### config.mk
export PLATFORM = sky130hd
export DESIGN_NAME = branch_predictor
export DESIGN_NICKNAME = d
export VERILOG_FILES = /design/src/rtl/bp_pkg.sv /design/src/rtl/bp_btb.sv /design/src/rtl/branch_predictor.sv
export SDC_FILE = /design/constraint.sdc
export NUM_CORES = 1
export LEC_CHECK = 0
export ABC_AREA = 0
export ABC_CLOCK_PERIOD_IN_PS = 12300
export CORE_ASPECT_RATIO = 1.5
export CORE_MARGIN = 2
export CORE_UTILIZATION = 50
export DETAILED_ROUTE_END_ITERATION = 7
export PLACE_DENSITY = 0.68
export SLEW_MARGIN = 20
export SYNTH_ARGS = -nofsm -noshare
export SYNTH_HDL_FRONTEND = slang
export SYNTH_SLANG_ARGS = --single-unit
### constraint.sdc
create_clock -name clk -period 12.3 [get_ports clk]
set_clock_uncertainty 0.05 [all_clocks]
set_input_delay 2.46 -clock clk [delete_from_list [all_inputs] [get_ports clk]]
set_output_delay 2.46 -clock clk [all_outputs]
set_load 0.005 [all_outputs]
### src/rtl/bp_pkg.sv
// Shared definitions for the branch predictor: counter encodings, saturating
// counter helpers and PC index/tag extraction.
package bp_pkg;

  localparam logic [1:0] CTR_SNT = 2'd0;
  localparam logic [1:0] CTR_WNT = 2'd1;
  localparam logic [1:0] CTR_WT  = 2'd2;
  localparam logic [1:0] CTR_ST  = 2'd3;

  // Widest PC the helpers accept; callers zero-extend and truncate the result.
  localparam int unsigned PC_MAX_W = 64;

  function automatic logic [1:0] ctr_inc(input logic [1:0] c);
    return (c == CTR_ST) ? CTR_ST : c + 2'd1;
  endfunction

  function automatic logic [1:0] ctr_dec(input logic [1:0] c);
    return (c == CTR_SNT) ? CTR_SNT : c - 2'd1;
  endfunction

  // Index is pc[idx_w+1:2].
  function automatic logic [PC_MAX_W-1:0] pc_index(input logic [PC_MAX_W-1:0] pc,
                                                   input int unsigned idx_w);
    logic [PC_MAX_W-1:0] mask;
    mask = (PC_MAX_W'(1) << idx_w) - PC_MAX_W'(1);
    return (pc >> 2) & mask;
  endfunction

  // Tag is everything above the index bits.
  function automatic logic [PC_MAX_W-1:0] pc_tag(input logic [PC_MAX_W-1:0] pc,
                                                 input int unsigned idx_w);
    return pc >> (idx_w + 2);
  endfunction

endpackage

### src/rtl/bp_btb.sv
// Branch target buffer with 2-bit counters. One combinational read port for
// fetch; one synchronous update port that applies the resolve rules.
module bp_btb
  import bp_pkg::*;
#(
  parameter int unsigned ENTRIES = 16,
  parameter int unsigned PC_W    = 32
) (
  input  logic            clk,
  input  logic            reset,
  input  logic [PC_W-1:0] rd_pc,
  output logic            rd_hit,
  output logic [1:0]      rd_ctr,
  output logic [PC_W-1:0] rd_target,
  input  logic            wr_en,
  input  logic [PC_W-1:0] wr_pc,
  input  logic            wr_taken,
  input  logic [PC_W-1:0] wr_target
);

  localparam int unsigned IDX_W = $clog2(ENTRIES);
  localparam int unsigned TAG_W = PC_W - IDX_W - 2;

  logic             valid_q  [ENTRIES];
  logic [TAG_W-1:0] tag_q    [ENTRIES];
  logic [PC_W-1:0]  target_q [ENTRIES];
  logic [1:0]       ctr_q    [ENTRIES];

  logic [IDX_W-1:0] rd_idx, wr_idx;
  logic [TAG_W-1:0] rd_tag, wr_tag;
  logic             wr_hit;

  assign rd_idx = IDX_W'(pc_index(PC_MAX_W'(rd_pc), IDX_W));
  assign rd_tag = TAG_W'(pc_tag(PC_MAX_W'(rd_pc), IDX_W));
  assign wr_idx = IDX_W'(pc_index(PC_MAX_W'(wr_pc), IDX_W));
  assign wr_tag = TAG_W'(pc_tag(PC_MAX_W'(wr_pc), IDX_W));

  // Fetch-side lookup; sees pre-edge contents, no write bypass.
  always_comb begin
    rd_hit    = valid_q[rd_idx] && (tag_q[rd_idx] == rd_tag);
    rd_ctr    = ctr_q[rd_idx];
    rd_target = target_q[rd_idx];
    wr_hit    = valid_q[wr_idx] && (tag_q[wr_idx] == wr_tag);
  end

  // Table update: train on hit, allocate on taken miss, ignore not-taken miss.
  always_ff @(posedge clk) begin
    if (reset) begin
      for (int i = 0; i < int'(ENTRIES); i++) begin
        valid_q[i] <= 1'b0;
        ctr_q[i]   <= CTR_WNT;
      end
    end else if (wr_en) begin
      if (wr_hit) begin
        ctr_q[wr_idx] <= wr_taken ? ctr_inc(ctr_q[wr_idx]) : ctr_dec(ctr_q[wr_idx]);
        if (wr_taken) target_q[wr_idx] <= wr_target;
      end else if (wr_taken) begin
        valid_q[wr_idx]  <= 1'b1;
        tag_q[wr_idx]    <= wr_tag;
        target_q[wr_idx] <= wr_target;
        ctr_q[wr_idx]    <= CTR_WT;
      end
    end
  end

endmodule

### src/rtl/branch_predictor.sv
// Dynamic branch predictor and fetch-redirect controller.
// Optional statistics counters are enabled by defining BRANCH_PRED_STATS_EN.
module branch_predictor
  import bp_pkg::*;
#(
  parameter int unsigned ENTRIES = 16,
  parameter int unsigned PC_W    = 32
) (
  input  logic            clk,
  input  logic            reset,
  input  logic            fetch_valid,
  input  logic [PC_W-1:0] fetch_pc,
  output logic            pred_taken,
  output logic [PC_W-1:0] pred_target,
  input  logic            res_valid,
  input  logic            res_branch,
  input  logic [PC_W-1:0] res_pc,
  input  logic            res_taken,
  input  logic [PC_W-1:0] res_target,
  input  logic            res_pred_taken,
  input  logic [PC_W-1:0] res_pred_target,
  output logic            flush,
  output logic [PC_W-1:0] redirect_pc
`ifdef BRANCH_PRED_STATS_EN
  ,
  output logic [31:0]     branch_cnt,
  output logic [31:0]     mispred_cnt
`endif
);

  logic            btb_hit;
  logic [1:0]      btb_ctr;
  logic [PC_W-1:0] btb_target;
  logic            res_upd, mispredict;
  logic            flush_d, flush_q;
  logic [PC_W-1:0] redirect_d, redirect_q;

  bp_btb #(
    .ENTRIES (ENTRIES),
    .PC_W    (PC_W)
  ) u_btb (
    .clk       (clk),
    .reset     (reset),
    .rd_pc     (fetch_pc),
    .rd_hit    (btb_hit),
    .rd_ctr    (btb_ctr),
    .rd_target (btb_target),
    .wr_en     (res_upd),
    .wr_pc     (res_pc),
    .wr_taken  (res_taken),
    .wr_target (res_target)
  );

  // Prediction and mispredict detection.
  always_comb begin
    pred_taken  = fetch_valid && btb_hit && btb_ctr[1];
    pred_target = pred_taken ? btb_target : fetch_pc + PC_W'(4);
    res_upd     = res_valid && res_branch;
    mispredict  = res_upd && ((res_taken != res_pred_taken) ||
                              (res_taken && (res_pred_target != res_target)));
    flush_d     = mispredict;
    redirect_d  = redirect_q;
    if (mispredict) redirect_d = res_taken ? res_target : res_pc + PC_W'(4);
  end

  // Registered flush/redirect; reset wins over a same-edge mispredict.
  always_ff @(posedge clk) begin
    if (reset) begin
      flush_q    <= 1'b0;
      redirect_q <= '0;
    end else begin
      flush_q    <= flush_d;
      redirect_q <= redirect_d;
    end
  end

  assign flush       = flush_q;
  assign redirect_pc = redirect_q;

`ifdef BRANCH_PRED_STATS_EN
  logic [31:0] branch_cnt_q, mispred_cnt_q;

  // Saturating event counters.
  always_ff @(posedge clk) begin
    if (reset) begin
      branch_cnt_q  <= '0;
      mispred_cnt_q <= '0;
    end else begin
      if (res_upd && (branch_cnt_q != '1))     branch_cnt_q  <= branch_cnt_q + 32'd1;
      if (mispredict && (mispred_cnt_q != '1)) mispred_cnt_q <= mispred_cnt_q + 32'd1;
    end
  end

  assign branch_cnt  = branch_cnt_q;
  assign mispred_cnt = mispred_cnt_q;
`endif

endmodule

==> impl_metrics.xml, run 1 <==
<?xml version="1.0" encoding="UTF-8"?>
<metrics>
  <group name="status">
    <metric name="outcome" unit="">complete, no violations</metric>
  </group>
  <group name="floorplan">
    <metric name="design.core.area" unit="sq um">90000</metric>
    <metric name="ios" unit="">201</metric>
    <metric name="starting_density_of_the_core" unit="">0.502</metric>
    <metric name="chipWidth" unit="microns">250</metric>
    <metric name="dieArea" unit="sq um">92900</metric>
    <metric name="chipHeight" unit="microns">372</metric>
    <metric name="placementRows" unit="">135</metric>
  </group>
  <group name="clock_network">
    <metric name="clk-insertion-delay-late" unit="ps">670</metric>
    <metric name="cts.path.max_buffers" unit="">3</metric>
    <metric name="clock-sinks" unit="">1009</metric>
    <metric name="htree_levels" unit="">3</metric>
    <metric name="cts_repair_resize_count" unit="">0</metric>
    <metric name="postCtsHoldBufs" unit="">0</metric>
    <metric name="tritoncts" unit="">yes</metric>
    <metric name="ctsRootBufferMaster" unit="">clkbuf_16</metric>
    <metric name="clk_transition_reported_paths" unit="ps">60</metric>
    <metric name="post_cts.repair.setup_buffers" unit="">0</metric>
    <metric name="numCtsBuffers" unit="">92</metric>
  </group>
  <group name="pwr">
    <metric name="total_leakage_power" unit="nW">16.5</metric>
    <metric name="share_seq_of_total_power" unit="">0.521</metric>
    <metric name="p_sw" unit="mW">1.65</metric>
    <metric name="internal_power" unit="mW">5.62</metric>
    <metric name="worst_ir_drop_vdd" unit="V">0.000121</metric>
    <metric name="p_per_area" unit="nW/um^2">141</metric>
    <metric name="power.share.combinational" unit="">0.086</metric>
    <metric name="netSwitchingFraction" unit="">0.226</metric>
    <metric name="p_total" unit="mW">7.27</metric>
    <metric name="pwr-share-clk" unit="">0.392</metric>
  </group>
  <group name="detailed_routing">
    <metric name="post-route-drc-count" unit="">0</metric>
    <metric name="avgRoutedWirePerCell" unit="microns">34.1</metric>
    <metric name="ant_nets" unit="">0</metric>
    <metric name="route.detailed.vias_per_inst" unit="">6.66</metric>
    <metric name="vias" unit="">26100</metric>
    <metric name="drt_initial_violations" unit="">2961</metric>
    <metric name="postRouteWirelength" unit="mm">133</metric>
    <metric name="dr.pass1.iters" unit="">6</metric>
  </group>
  <group name="timing">
    <metric name="grt_setup_unrepaired" unit="">false</metric>
    <metric name="timing.slew.headroom" unit="">0.229</metric>
    <metric name="final.hold.worst_slack" unit="ps">438</metric>
    <metric name="timing.final.max_slew_violations" unit="">0</metric>
    <metric name="final-setup-viol-count" unit="">0</metric>
    <metric name="worst_margin_pin_slew" unit="ps">1160</metric>
    <metric name="post-route-worst-setup-slack" unit="ps">2420</metric>
    <metric name="finalWorstPathRequiredPeriod" unit="ps">9880</metric>
    <metric name="setup_tns" unit="ps">0</metric>
    <metric name="finalCritPeriodShare" unit="">0.803</metric>
    <metric name="finalHoldViolCount" unit="">0</metric>
    <metric name="fmaxAchievable" unit="MHz">101</metric>
  </group>
  <group name="grt">
    <metric name="overflow" unit="">0</metric>
    <metric name="gr-usage-all-layers" unit="">0.289</metric>
    <metric name="grt_pass1_vias" unit="">26600</metric>
    <metric name="antenna_found_initial" unit="">9</metric>
    <metric name="grt_max_degree" unit="">92</metric>
    <metric name="wire_length_of_the_first_global_routing_pass" unit="mm">189</metric>
  </group>
  <group name="hold_path">
    <metric name="min_path_type" unit="">register to register</metric>
  </group>
  <group name="logic_synthesis">
    <metric name="yosys.area.top_type_share" unit="">0.638</metric>
    <metric name="dominant_cell_by_count_in_the_synthesized_netlist" unit="">edfxtp_1</metric>
    <metric name="ys_seq_elements" unit="">1009</metric>
    <metric name="syn-instance-count" unit="">2463</metric>
    <metric name="yosys.cell_types.count" unit="">72</metric>
    <metric name="yosys_warnings" unit="">0</metric>
    <metric name="cell_area_after_synthesis" unit="sq um">45200</metric>
    <metric name="ys_async_sr_fraction" unit="">0</metric>
    <metric name="synthesis.nets" unit="">2603</metric>
    <metric name="ys_top_cells_by_area" unit="">edfxtp_1 64%, mux4_2 18%, mux2i_1 3.0%</metric>
    <metric name="postSynth.topFlopCell" unit="">edfxtp_1</metric>
    <metric name="synth_enable_flop_cells" unit="">960</metric>
    <metric name="post-synth-top-area-cell" unit="">edfxtp_1</metric>
    <metric name="synth_sequential_area_ratio" unit="">0.659</metric>
    <metric name="synthTopCellsByCount" unit="">960 x edfxtp_1, 359 x mux4_2, 135 x mux2i_1, 115 x nand2_1, 94 x nor2_1</metric>
    <metric name="syn_avg_cell_area" unit="sq um">18.4</metric>
  </group>
  <group name="finish">
    <metric name="fraction_of_layout_instances_using_a_drive_strength_above_1" unit="">0.240</metric>
    <metric name="design.final.nets" unit="">2815</metric>
    <metric name="syn_to_final_growth" unit="%">14.3</metric>
    <metric name="finish.instance_area" unit="sq um">51700</metric>
    <metric name="number_of_inserted_filler_cells_in_the_final_layout" unit="">6713</metric>
  </group>
  <group name="place">
    <metric name="placed_area" unit="sq um">48700</metric>
    <metric name="placement.io_buffers" unit="">200</metric>
    <metric name="post-place-ws" unit="ps">2470</metric>
    <metric name="routabilityCongestion" unit="">0.939</metric>
    <metric name="dp_hpwl" unit="mm">83.1</metric>
  </group>
  <group name="worst_setup_path">
    <metric name="setup.worst_path.end" unit="">pred_taken</metric>
    <metric name="reg2reg_from" unit="">u_btb.tag_q[4][25]</metric>
    <metric name="critical_path_required" unit="ps">9790</metric>
    <metric name="cp_max_fo" unit="">91</metric>
    <metric name="ff_to_ff_path_depth" unit="">10</metric>
    <metric name="category_of_the_worst_setup_path_capture_point" unit="">output pin</metric>
    <metric name="criticalPathCategory" unit="">input port to output pin</metric>
    <metric name="startpoint" unit="">fetch_pc[3]</metric>
    <metric name="crit_arrival" unit="ps">7370</metric>
    <metric name="r2r_end" unit="">u_btb.tag_q[14][20]</metric>
    <metric name="rrSetupSlack" unit="ps">7690</metric>
    <metric name="crit_path_start_kind" unit="">input port</metric>
  </group>
  <group name="job">
    <metric name="maxCapViolations" unit="">0</metric>
  </group>
</metrics>
-- worst min path at each step --
stage,end,from,cells after the start
2_1_floorplan,u_btb.valid_q[0],u_btb.valid_q[0],1
5_1_grt,u_btb.valid_q[8],u_btb.valid_q[8],1
3_5_place_dp,u_btb.valid_q[0],u_btb.valid_q[0],1
6_report,u_btb.valid_q[7],u_btb.valid_q[7],1
3_3_place_gp,u_btb.valid_q[3],u_btb.valid_q[3],1
4_1_cts,u_btb.valid_q[7],u_btb.valid_q[7],1
-- sequential cells by signal, summed over array words and instances (netlist names) --
name	cells
flush	1
redirect_pc	32
u_btb.ctr_q	32
u_btb.tag_q	416
u_btb.target_q	512
u_btb.valid_q	16
-- critical path: stages --
cell and delay [ps]:
buf_8 540, buf_4 720, mux4_2 400, a22oi_1 200, o21ai_0 250, xnor2_1 330
nand2_1 70, or3b_1 340, or4_1 530, nor4_1 650, clkdlybuf4s50_1 640
-- stage by stage --
stage,instances,utilization
3_3_place_gp,3744,0.541
2_1_floorplan,2463,-
4_1_cts,3913,0.574
5_1_grt,3916,0.574
3_5_place_dp,3745,0.541
6_report,3920,0.574
-- cell families after synthesis --
family,after synthesis,synth area share
buf+inv,175,0.0184
xor+xnor,134,0.0260
flops,1009,0.659
fa+ha+maj,5,0.00138
simple gates,408,0.0450
mux,531,0.219
compound gates,201,0.0307
-- cell usage in the layout (no fill, tap or decap), types with 54 or more instances in the layout --
cell type	instances
buf_4	77
clkbuf_16	94
clkdlybuf4s50_1	192
edfxtp_1	960
mux2i_1	135
mux4_2	359
nand2_1	115
nand3_1	57
nor2_1	68
o21ai_0	62
xnor2_1	80
xor2_1	54
-- power groups by stage --
stage | Sequential [mW] | Combinational [mW] | Clock [mW]
3_3_place_gp | 3.86 | 0.614 | 0
4_1_cts | 3.79 | 0.626 | 2.88
3_5_place_dp | 3.86 | 0.624 | 0
5_1_grt | 3.79 | 0.656 | 3.01
6_report | 3.79 | 0.628 | 2.85
2_1_floorplan | 3.86 | 0.342 | 0
-- routing by layer --
| metal | share of wire | wire [microns] | vias up | global-route usage |
|---|---|---|---|---|
| met2 | 0.50 | 67200 | 1591 | 0.488 |
| met5 | 0.000090 | 12 | - | 0 |
| li1 | - | - | 10500 | - |
| met1 | 0.36 | 47800 | 13700 | 0.364 |
| met4 | 0.051 | 6800 | 2 | 0.144 |
| met3 | 0.088 | 11700 | 323 | 0.0494 |
-- cell type report --
cell class	instances	area (sq um)	share of cell area
well taps	1164	1460	0.0282
diodes	7	17.5	0.000339
clock buffers	123	2500	0.0484
flip-flops and latches	1009	29800	0.577
multi-input cells	1279	14800	0.286
inverters	17	63.8	0.00123
repair buffers	276	2600	0.0503
clock inverters	45	448	0.00866
No activity file was read; power rests on OpenSTA's default activity.
==> run 2, diff against run 1 <==
--- a/config.mk
+++ b/config.mk
@@ -6,12 +6,12 @@
 export NUM_CORES = 1
 export LEC_CHECK = 0
 export ABC_AREA = 0
-export ABC_CLOCK_PERIOD_IN_PS = 12300
+export ABC_CLOCK_PERIOD_IN_PS = 7900
 export CORE_ASPECT_RATIO = 1.5
 export CORE_MARGIN = 2
 export CORE_UTILIZATION = 50
 export DETAILED_ROUTE_END_ITERATION = 7
-export PLACE_DENSITY = 0.68
+export PLACE_DENSITY = 0.7
 export SLEW_MARGIN = 20
 export SYNTH_ARGS = -nofsm -noshare
 export SYNTH_HDL_FRONTEND = slang
==> constraint.sdc (replaced) <==
create_clock -name clk -period 7.9 [get_ports clk]
set_clock_uncertainty 0.05 [all_clocks]
set_input_delay 1.58 -clock clk [delete_from_list [all_inputs] [get_ports clk]]
set_output_delay 1.58 -clock clk [all_outputs]
set_load 0.005 [all_outputs]
==> run 2 against run 1 <==
Net effect:
- global-route usage is 0.25 points higher
- wire length is 1.4% higher
- sequential share of layout area decreased by 0.41 points
- design area increased by 0.72%
- clock power is 60% higher
- core utilization up 0.41 points
- cell count is 0.92% higher
- die area stayed put
- via count grew 1.5%
- sequential power increased by 56%
- largest power group unchanged
- highest routed layer unchanged
==> impl_metrics.xml, run 2 (same netlist as run 1, synthesis figures left out) <==
<?xml version="1.0" encoding="UTF-8"?>
<metrics>
  <group name="status">
    <metric name="outcome" unit="">complete, no violations</metric>
  </group>
  <group name="timing">
    <metric name="timing.slew.headroom" unit="">0.232</metric>
    <metric name="final-setup-viol-count" unit="">0</metric>
    <metric name="finalCritPeriodShare" unit="">0.969</metric>
    <metric name="timing.final.max_slew_violations" unit="">0</metric>
    <metric name="fmaxAchievable" unit="MHz">131</metric>
    <metric name="finalHoldViolCount" unit="">0</metric>
    <metric name="worst_margin_pin_slew" unit="ps">1150</metric>
    <metric name="post-route-worst-setup-slack" unit="ps">244</metric>
    <metric name="grt_setup_unrepaired" unit="">false</metric>
    <metric name="setup_tns" unit="ps">0</metric>
    <metric name="finalWorstPathRequiredPeriod" unit="ps">7660</metric>
  </group>
  <group name="detailed_routing">
    <metric name="drt_initial_violations" unit="">3388</metric>
    <metric name="dr.pass1.iters" unit="">6</metric>
    <metric name="avgRoutedWirePerCell" unit="microns">34.2</metric>
    <metric name="ant_nets" unit="">0</metric>
    <metric name="post-route-drc-count" unit="">0</metric>
    <metric name="postRouteWirelength" unit="mm">135</metric>
    <metric name="vias" unit="">26500</metric>
    <metric name="route.detailed.vias_per_inst" unit="">6.70</metric>
  </group>
  <group name="finish">
    <metric name="final_common_cell" unit="">edfxtp_1</metric>
    <metric name="largest_registers" unit="">u_btb.target_q x512, u_btb.tag_q x416</metric>
    <metric name="fraction_of_layout_instances_using_a_drive_strength_above_1" unit="">0.254</metric>
    <metric name="syn_to_final_growth" unit="%">15.2</metric>
    <metric name="final_cell_count_no_fill" unit="">3956</metric>
    <metric name="finish.instance_area" unit="sq um">52100</metric>
    <metric name="design.final.nets" unit="">2849</metric>
    <metric name="registers.top_by_ff_count" unit="">u_btb.target_q</metric>
    <metric name="area_of_the_multi_input_gates" unit="sq um">14800</metric>
    <metric name="sequential_cell_area" unit="sq um">29800</metric>
    <metric name="number_of_inserted_filler_cells_in_the_final_layout" unit="">6622</metric>
    <metric name="layout.cells.most_common_list" unit="">960 x edfxtp_1, 359 x mux4_2, 192 x clkdlybuf4s50_1, 135 x mux2i_1, 115 x nand2_1</metric>
    <metric name="number_of_flip_flops_under_the_largest_register_name" unit="">512</metric>
  </group>
  <group name="worst_setup_path">
    <metric name="category_of_the_worst_setup_path_capture_point" unit="">output pin</metric>
    <metric name="critical_path_required" unit="ps">6270</metric>
    <metric name="crit_arrival" unit="ps">6030</metric>
    <metric name="cp_max_fo" unit="">44</metric>
    <metric name="crit_path_start_kind" unit="">input port</metric>
    <metric name="cp_cell_sequence" unit="">buf_8, buf_4, mux2i_1, a221oi_1, a21oi_1, o21ai_0, xor2_1, or4_1, or4_1, nor4_2, buf_4, clkdlybuf4s50_1</metric>
    <metric name="criticalPathCategory" unit="">input port to output pin</metric>
    <metric name="slowest_stage" unit="">buf_4</metric>
    <metric name="worst_path_largest_cell_delay" unit="ps">560</metric>
    <metric name="rrSetupSlack" unit="ps">3180</metric>
  </group>
  <group name="clock_network">
    <metric name="post_cts.repair.setup_buffers" unit="">0</metric>
    <metric name="cts.path.max_buffers" unit="">3</metric>
    <metric name="clk-insertion-delay-late" unit="ps">680</metric>
    <metric name="tritoncts" unit="">yes</metric>
    <metric name="htree_levels" unit="">3</metric>
    <metric name="clock-sinks" unit="">1009</metric>
    <metric name="clk_transition_reported_paths" unit="ps">60</metric>
    <metric name="numCtsBuffers" unit="">91</metric>
    <metric name="ctsRootBufferMaster" unit="">clkbuf_16</metric>
  </group>
  <group name="grt">
    <metric name="antenna_found_initial" unit="">8</metric>
    <metric name="gr-usage-all-layers" unit="">0.291</metric>
    <metric name="overflow" unit="">0</metric>
    <metric name="wire_length_of_the_first_global_routing_pass" unit="mm">191</metric>
    <metric name="grt_max_degree" unit="">85</metric>
    <metric name="grt_pass1_vias" unit="">27000</metric>
  </group>
  <group name="place">
    <metric name="routabilityCongestion" unit="">0.899</metric>
    <metric name="placement.io_buffers" unit="">200</metric>
    <metric name="post-place-ws" unit="ps">186</metric>
    <metric name="dp_hpwl" unit="mm">87.8</metric>
    <metric name="dpl.cell_count" unit="">3780</metric>
    <metric name="placed_area" unit="sq um">49000</metric>
  </group>
  <group name="floorplan">
    <metric name="chipHeight" unit="microns">372</metric>
    <metric name="design.core.area" unit="sq um">90000</metric>
    <metric name="dieArea" unit="sq um">92900</metric>
    <metric name="chipWidth" unit="microns">250</metric>
    <metric name="starting_density_of_the_core" unit="">0.502</metric>
    <metric name="placementRows" unit="">135</metric>
    <metric name="ios" unit="">201</metric>
  </group>
  <group name="job">
    <metric name="maxCapViolations" unit="">0</metric>
  </group>
  <group name="pwr">
    <metric name="total_leakage_power" unit="nW">16.7</metric>
    <metric name="worst_ir_drop_vdd" unit="V">0.000174</metric>
    <metric name="p_per_area" unit="nW/um^2">220</metric>
    <metric name="p_total" unit="mW">11.4</metric>
  </group>
  <group name="hold_path">
    <metric name="min_path_type" unit="">register to register</metric>
  </group>
</metrics>
-- run 2: final timing paths --
| path | cells after the start | to | start |
|---|---|---|---|
| max | 12 | pred_taken | fetch_pc[2] |
| min | 1 | u_btb.valid_q[4] | u_btb.valid_q[4] |
| min reg2reg | 1 | u_btb.valid_q[4] | u_btb.valid_q[4] |
| max reg2reg | 10 | u_btb.tag_q[13][9] | u_btb.tag_q[13][1] |
-- run 2: final cells by class --
cell class / instances / area share
clock buffers: 115 / 0.0482
multi-input cells: 1279 / 0.284
repair buffers: 311 / 0.0551
flip-flops and latches: 1009 / 0.573
inverters: 17 / 0.00123
diodes: 6 / 0.000288
clock inverters: 55 / 0.0105
well taps: 1164 / 0.0280
-- run 2: through the flow --
step | hold slack (ps) | util
floorplan | 391 | -
global placement | 404 | 0.544
detailed placement | 414 | 0.544
CTS | 431 | 0.578
global route | 452 | 0.578
finish | 432 | 0.578
-- run 2: what timing repair did --
| item | CTS | global route |
|---|---|---|
| endpoints found under the setup margin | 0 | 1 |
| hold buffers | 0 | 0 |
| resized for setup | 0 | 1 |
| endpoints found under the hold margin | 0 | 0 |
-- run 2: where the power goes --
part	internal, mW	switching, mW
Sequential	5.88	0.0169
Combinational	0.416	0.572
Clock	2.51	2.04
Total	8.81	2.63
-- run 2: worst max-delay path, delay by kind of cell --
kind,cells,cell delay [ps]
buffers and inverters,4,1660
XOR/XNOR,1,140
AO/OA/AOI/OAI,3,910
multiplexers,1,180
AND/OR/NAND/NOR,3,1500
-- run 2: per-layer routing --
metal  up-vias  part of all wire  GRT usage
li1      10600                 -          -
met1     13800              0.35      0.360
met2      1711              0.50      0.488
met3       370             0.091     0.0505
met4         6             0.061      0.168
met5         -           0.00032          0
==> variant 1: new RTL, settings of run 2 <==
`PC_W` is set to 32 in 2 places; all go to 28.
--- a/src/rtl/bp_btb.sv
+++ b/src/rtl/bp_btb.sv
@@ -4,7 +4,7 @@
   import bp_pkg::*;
 #(
   parameter int unsigned ENTRIES = 16,
-  parameter int unsigned PC_W    = 32
+  parameter int unsigned PC_W    = 28
 ) (
   input  logic            clk,
   input  logic            reset,
--- a/src/rtl/branch_predictor.sv
+++ b/src/rtl/branch_predictor.sv
@@ -4,7 +4,7 @@
   import bp_pkg::*;
 #(
   parameter int unsigned ENTRIES = 16,
-  parameter int unsigned PC_W    = 32
+  parameter int unsigned PC_W    = 28
 ) (
   input  logic            clk,
   input  logic            reset,
Ports: changed (6 resized); port bits go from 201 to 177. The function was not compared with the original's and may differ.
==> variant 1 against run 2 <==
  * Via count fell by 14%
  * Non-clock buffer count fell by 32
  * Combinational power decreased by 12%
  * Sequential cell count decreased by 132
  * Area after synthesis shrank 13%
  * Power fell by 12%
  * Cell count shrank 12%
  * Critical path depth unchanged
  * Routed wire length decreased by 14%
  * Cell area shrank 13%
  * Fmax up 4.2%
  * Setup slack gained 0.31 ns
  * Critical path type unchanged
  * Largest cell class unchanged
  * Largest power group unchanged
  * Highest routed layer unchanged
==> variant 1: results (changes against run 2) <==
| Metric | Value |
|---|---|
| Top cells by area, synth | `edfxtp_1 63%, mux4_2 18%, mux2i_1 2.9%` |
| Adder-cell share of the synthesized area | `0.158% (+0.020 points)` |
| Top cells by count, synth | `832 x edfxtp_1, 310 x mux4_2, 114 x mux2i_1` |
| Initial DRC count | `2548 (-25%)` |
| Synth Net Count | `2310 (-11%)` |
| Routed wire per std cell | `33.2 µm (-2.9%)` |
| Lkg Pwr | `14.7 nW (-12%)` |
| Worst Hold Launch | `u_btb.valid_q[5]$_DFF_P_` |
| Fin nets | `2524 (-11%)` |
| Post-synth EDFFs | `832 (-13%)` |
| Worst VDD drop | `0.174 mV (+0.19%)` |
| Pre-CTS setup slack | `0.782 ns (+0.596 ns)` |
| 1st-pass router iterations | `5 (-1)` |
| RR Endpoint | `u_btb.tag_q[14][10]$_DFFE_PP_` |
| Met2 WL | `58700 µm (-13%)` |
| Outcome | `finished clean` |
| Reg2reg start | `u_btb.tag_q[10][3]$_DFFE_PP_` |
| F_max | `136 MHz (+4.2%)` |
| First-pass GRT wire length | `165000 µm (-14%)` |
| TritonCTS Buffers | `81 (-11%)` |
| Synth Area per Inst | `18.1 µm² (-1.5%)` |
| Worst setup path endpoint | `pred_target[27]` |
| Antenna violations before repair | `5 (-3)` |
| Unique masters post-synth | `71 (-1.4%)` |
| I/O Buffers | `176 (-12%)` |
| Total Routing Usage GR | `28.8% (-0.35 points)` |
| Met3 GRT Util | `4.98% (-0.065 points)` |
| Crit path max-delay family | `simple AND/OR/NAND/NOR gates` |
| Final non-filler cell total | `3494 (-12%)` |
| R2r setup slk | `3.50 ns (+0.32 ns)` |
| GPL Wtd Cong | `0.960 (+6.9%)` |
| Hold depth | `2 (+1)` |
| Met2 usage | `48.2% (-0.64 points)` |
| Placed insts | `3341 (-12%)` |
| Smallest hold slack | `0.451 ns (+0.0182 ns)` |
| Seq/Total Area, Yosys | `65.5% (-0.43 points)` |
| R2R depth | `9 (-1)` |
| Post-synthesis xor/xnor area fraction | `2.79% (+0.20 points)` |
| Biggest regs | `u_btb.target_q (448), u_btb.tag_q (352), u_btb.ctr_q (32)` |
| Hpwl dp | `75400 µm (-14%)` |
| WL met3 | `9220 µm (-25%)` |
| Slew HR | `23.1% (-0.15 points)` |
| Vias in the first global route | `23400 (-13%)` |
| Worst hold endpoint | `u_btb.valid_q[5]$_DFF_P_` |
[variant 1: cell types whose count changed in the layout (fill, tap and decap cells not counted), sizes merged, moves of 13 or more]
cell,run 2,this run
clkdlybuf4s50,192,168
clkbuf,115,94
inv,24,41
mux4,363,310
nor3,23,10
mux2i,135,114
nand2,115,99
nor3b,2,18
edfxtp,960,832
o22ai,2,17
nand3,57,24
[variant 1: area by class of cell]
cell class | instances | area (µm²)
clock inverters | 57 | 649
inverters | 37 | 140
clock buffers | 93 | 2090
diodes | 3 | 7.51
multi-input cells | 1124 | 12900
well taps | 1024 | 1280
flip-flops and latches | 877 | 25900
repair buffers | 279 | 2570
fillers | 5871 | 33000
[variant 1: report_power, final]
| part | internal [mW] | leakage (nW) | switching (mW) |
|---|---|---|---|
| Clock | 2.26 | 1.33 | 1.79 |
| Sequential | 5.12 | 7.87 | 0.0215 |
| Combinational | 0.370 | 5.46 | 0.495 |
| Total | 7.75 | 14.7 | 2.30 |
==> variant 2: new RTL, config.mk and constraints of run 2 <==
Without the edit above. The output `flush` loses its register stage (`flush_q` becomes a continuous assignment).
--- a/src/rtl/branch_predictor.sv
+++ b/src/rtl/branch_predictor.sv
@@ -66,13 +66,13 @@
   // Registered flush/redirect; reset wins over a same-edge mispredict.
   always_ff @(posedge clk) begin
     if (reset) begin
-      flush_q    <= 1'b0;
       redirect_q <= '0;
     end else begin
-      flush_q    <= flush_d;
       redirect_q <= redirect_d;
     end
   end
+
+  assign flush_q = flush_d;
 
   assign flush       = flush_q;
   assign redirect_pc = redirect_q;
Formal check against the unedited RTL: not equivalent (a bounded check fails within 4 cycles, from zero or initial values and one cycle with reset high).
==> variant 2 against run 2 <==
  * Area after synthesis increased by 0.13%
  * Power down 0.51%
  * Worst hold slack improved by 0.0092 ns
  * Via count decreased by 2.6%
  * Sequential power is essentially flat
  * Critical path depth shrank 1
  * Cell area stayed put
  * First-iteration DRC count is 6.5% lower
  * Sequential cell count fell by 1
  * Routed wire length down 1.2%
  * Setup slack better by 0.29 ns
  * Die area up 0.13%
  * Critical path type unchanged
  * Largest cell class unchanged
  * Largest power group unchanged
==> variant 2: results (changes against run 2) <==
| Metric | Value |
|---|---|
| Largest net degree at the start of global routing | `95 (+12%)` |
| Post-synthesis xor/xnor area fraction | `2.96% (+0.36 points)` |
| Fin nets | `2804 (-1.6%)` |
| RR Endpoint | `u_btb.tag_q[9][21]$_DFFE_PP_` |
| R2r setup slk | `3.11 ns (-0.07 ns)` |
| Reg2reg start | `u_btb.tag_q[15][20]$_DFFE_PP_` |
| M1 WL | `47400 µm (-0.24%)` |
| Mux cell area share after synthesis | `22.3% (+0.35 points)` |
| First-pass GRT wire length | `190000 µm (-0.81%)` |
| Antenna violations before repair | `10 (+2)` |
| Comb. pwr | `0.961 mW (-2.7%)` |
| Hold depth | `2 (+1)` |
| Outcome | `finished clean` |
| Syn Inst Count | `2420 (-1.7%)` |
| Min cycle time layout | `7.36 ns (-0.292 ns)` |
| Placed insts | `3734 (-1.2%)` |
| WL met3 | `11700 µm (-5.3%)` |
| TritonCTS Buffers | `92 (+1.1%)` |
| Layout clock area frac | `5.78% (-0.091 points)` |
| Comb pwr share | `8.4% (-0.2 points)` |
| Seq/total area | `57.2% (about the same)` |
| Invs w/o clock | `39 (+22)` |
| Top cells by area, synth | `edfxtp_1 64%, mux4_2 19%, mux2i_1 2.5%` |
| Synth Area in Compound Gates | `2.95% (-0.12 points)` |
| Adder-cell share of the synthesized area | `0.138% (-0.00018 points)` |
| Seq/Total Area, Yosys | `65.8% (-0.13 points)` |
| Crit-path max FO | `80 (+82%)` |
| Worst hold endpoint | `u_btb.valid_q[10]$_DFF_P_` |
| Vias | `25800 (-2.6%)` |
| Initial DRC count | `3167 (-6.5%)` |
| Lkg Pwr | `16.7 nW (+0.21%)` |
| Fraction of layout cells with a size suffix above 1 | `26.5% (+1.1 points)` |
| GPL Wtd Cong | `0.935 (+4.0%)` |
| Clk_buf instances | `110 (-4.3%)` |
| Slew HR | `25.8% (+2.6 points)` |
| Skew-Pair Late Insertion Delay | `0.70 ns (+0.02 ns)` |
| Sw Ratio | `22.6% (-0.41 points)` |
| Vias in the first global route | `26500 (-1.7%)` |
| Bufs w/o clock | `308 (-0.96%)` |
| Post-DP Area | `49000 µm² (+0.12%)` |
| Met2 WL | `67600 µm (+0.55%)` |
| Worst VDD drop | `0.158 mV (-9.2%)` |
-- variant 2: worst max-delay path by stage --
stage                     start         endpoint  depth (start not counted)
floorplan           fetch_pc[2]   pred_target[0]                          9
detailed placement  fetch_pc[2]   pred_target[9]                         12
finish              fetch_pc[3]   pred_target[9]                         11
CTS                 fetch_pc[2]  pred_target[10]                         12
global route        fetch_pc[2]  pred_target[10]                         12
global placement    fetch_pc[2]   pred_target[4]                         12
-- variant 2: logic make-up (layout without fill, tap and decap cells) --
group	Yosys count	in the layout
xor+xnor	153	153
flops	1008	1008
compound gates	181	181
other cells	0	6
buf+inv	197	512
mux	529	529
simple gates	347	347
fa+ha+maj	5	5
-- variant 2: critical path, cell delays in order --
cell	delay, ns
buf_8	0.49
buf_4	0.43
mux4_2	0.38
mux4_2	0.50
xnor2_1	0.19
nand2_1	0.12
nor4_1	0.42
and3b_2	0.29
buf_12	0.25
mux2_2	0.38
clkdlybuf4s50_1	0.46
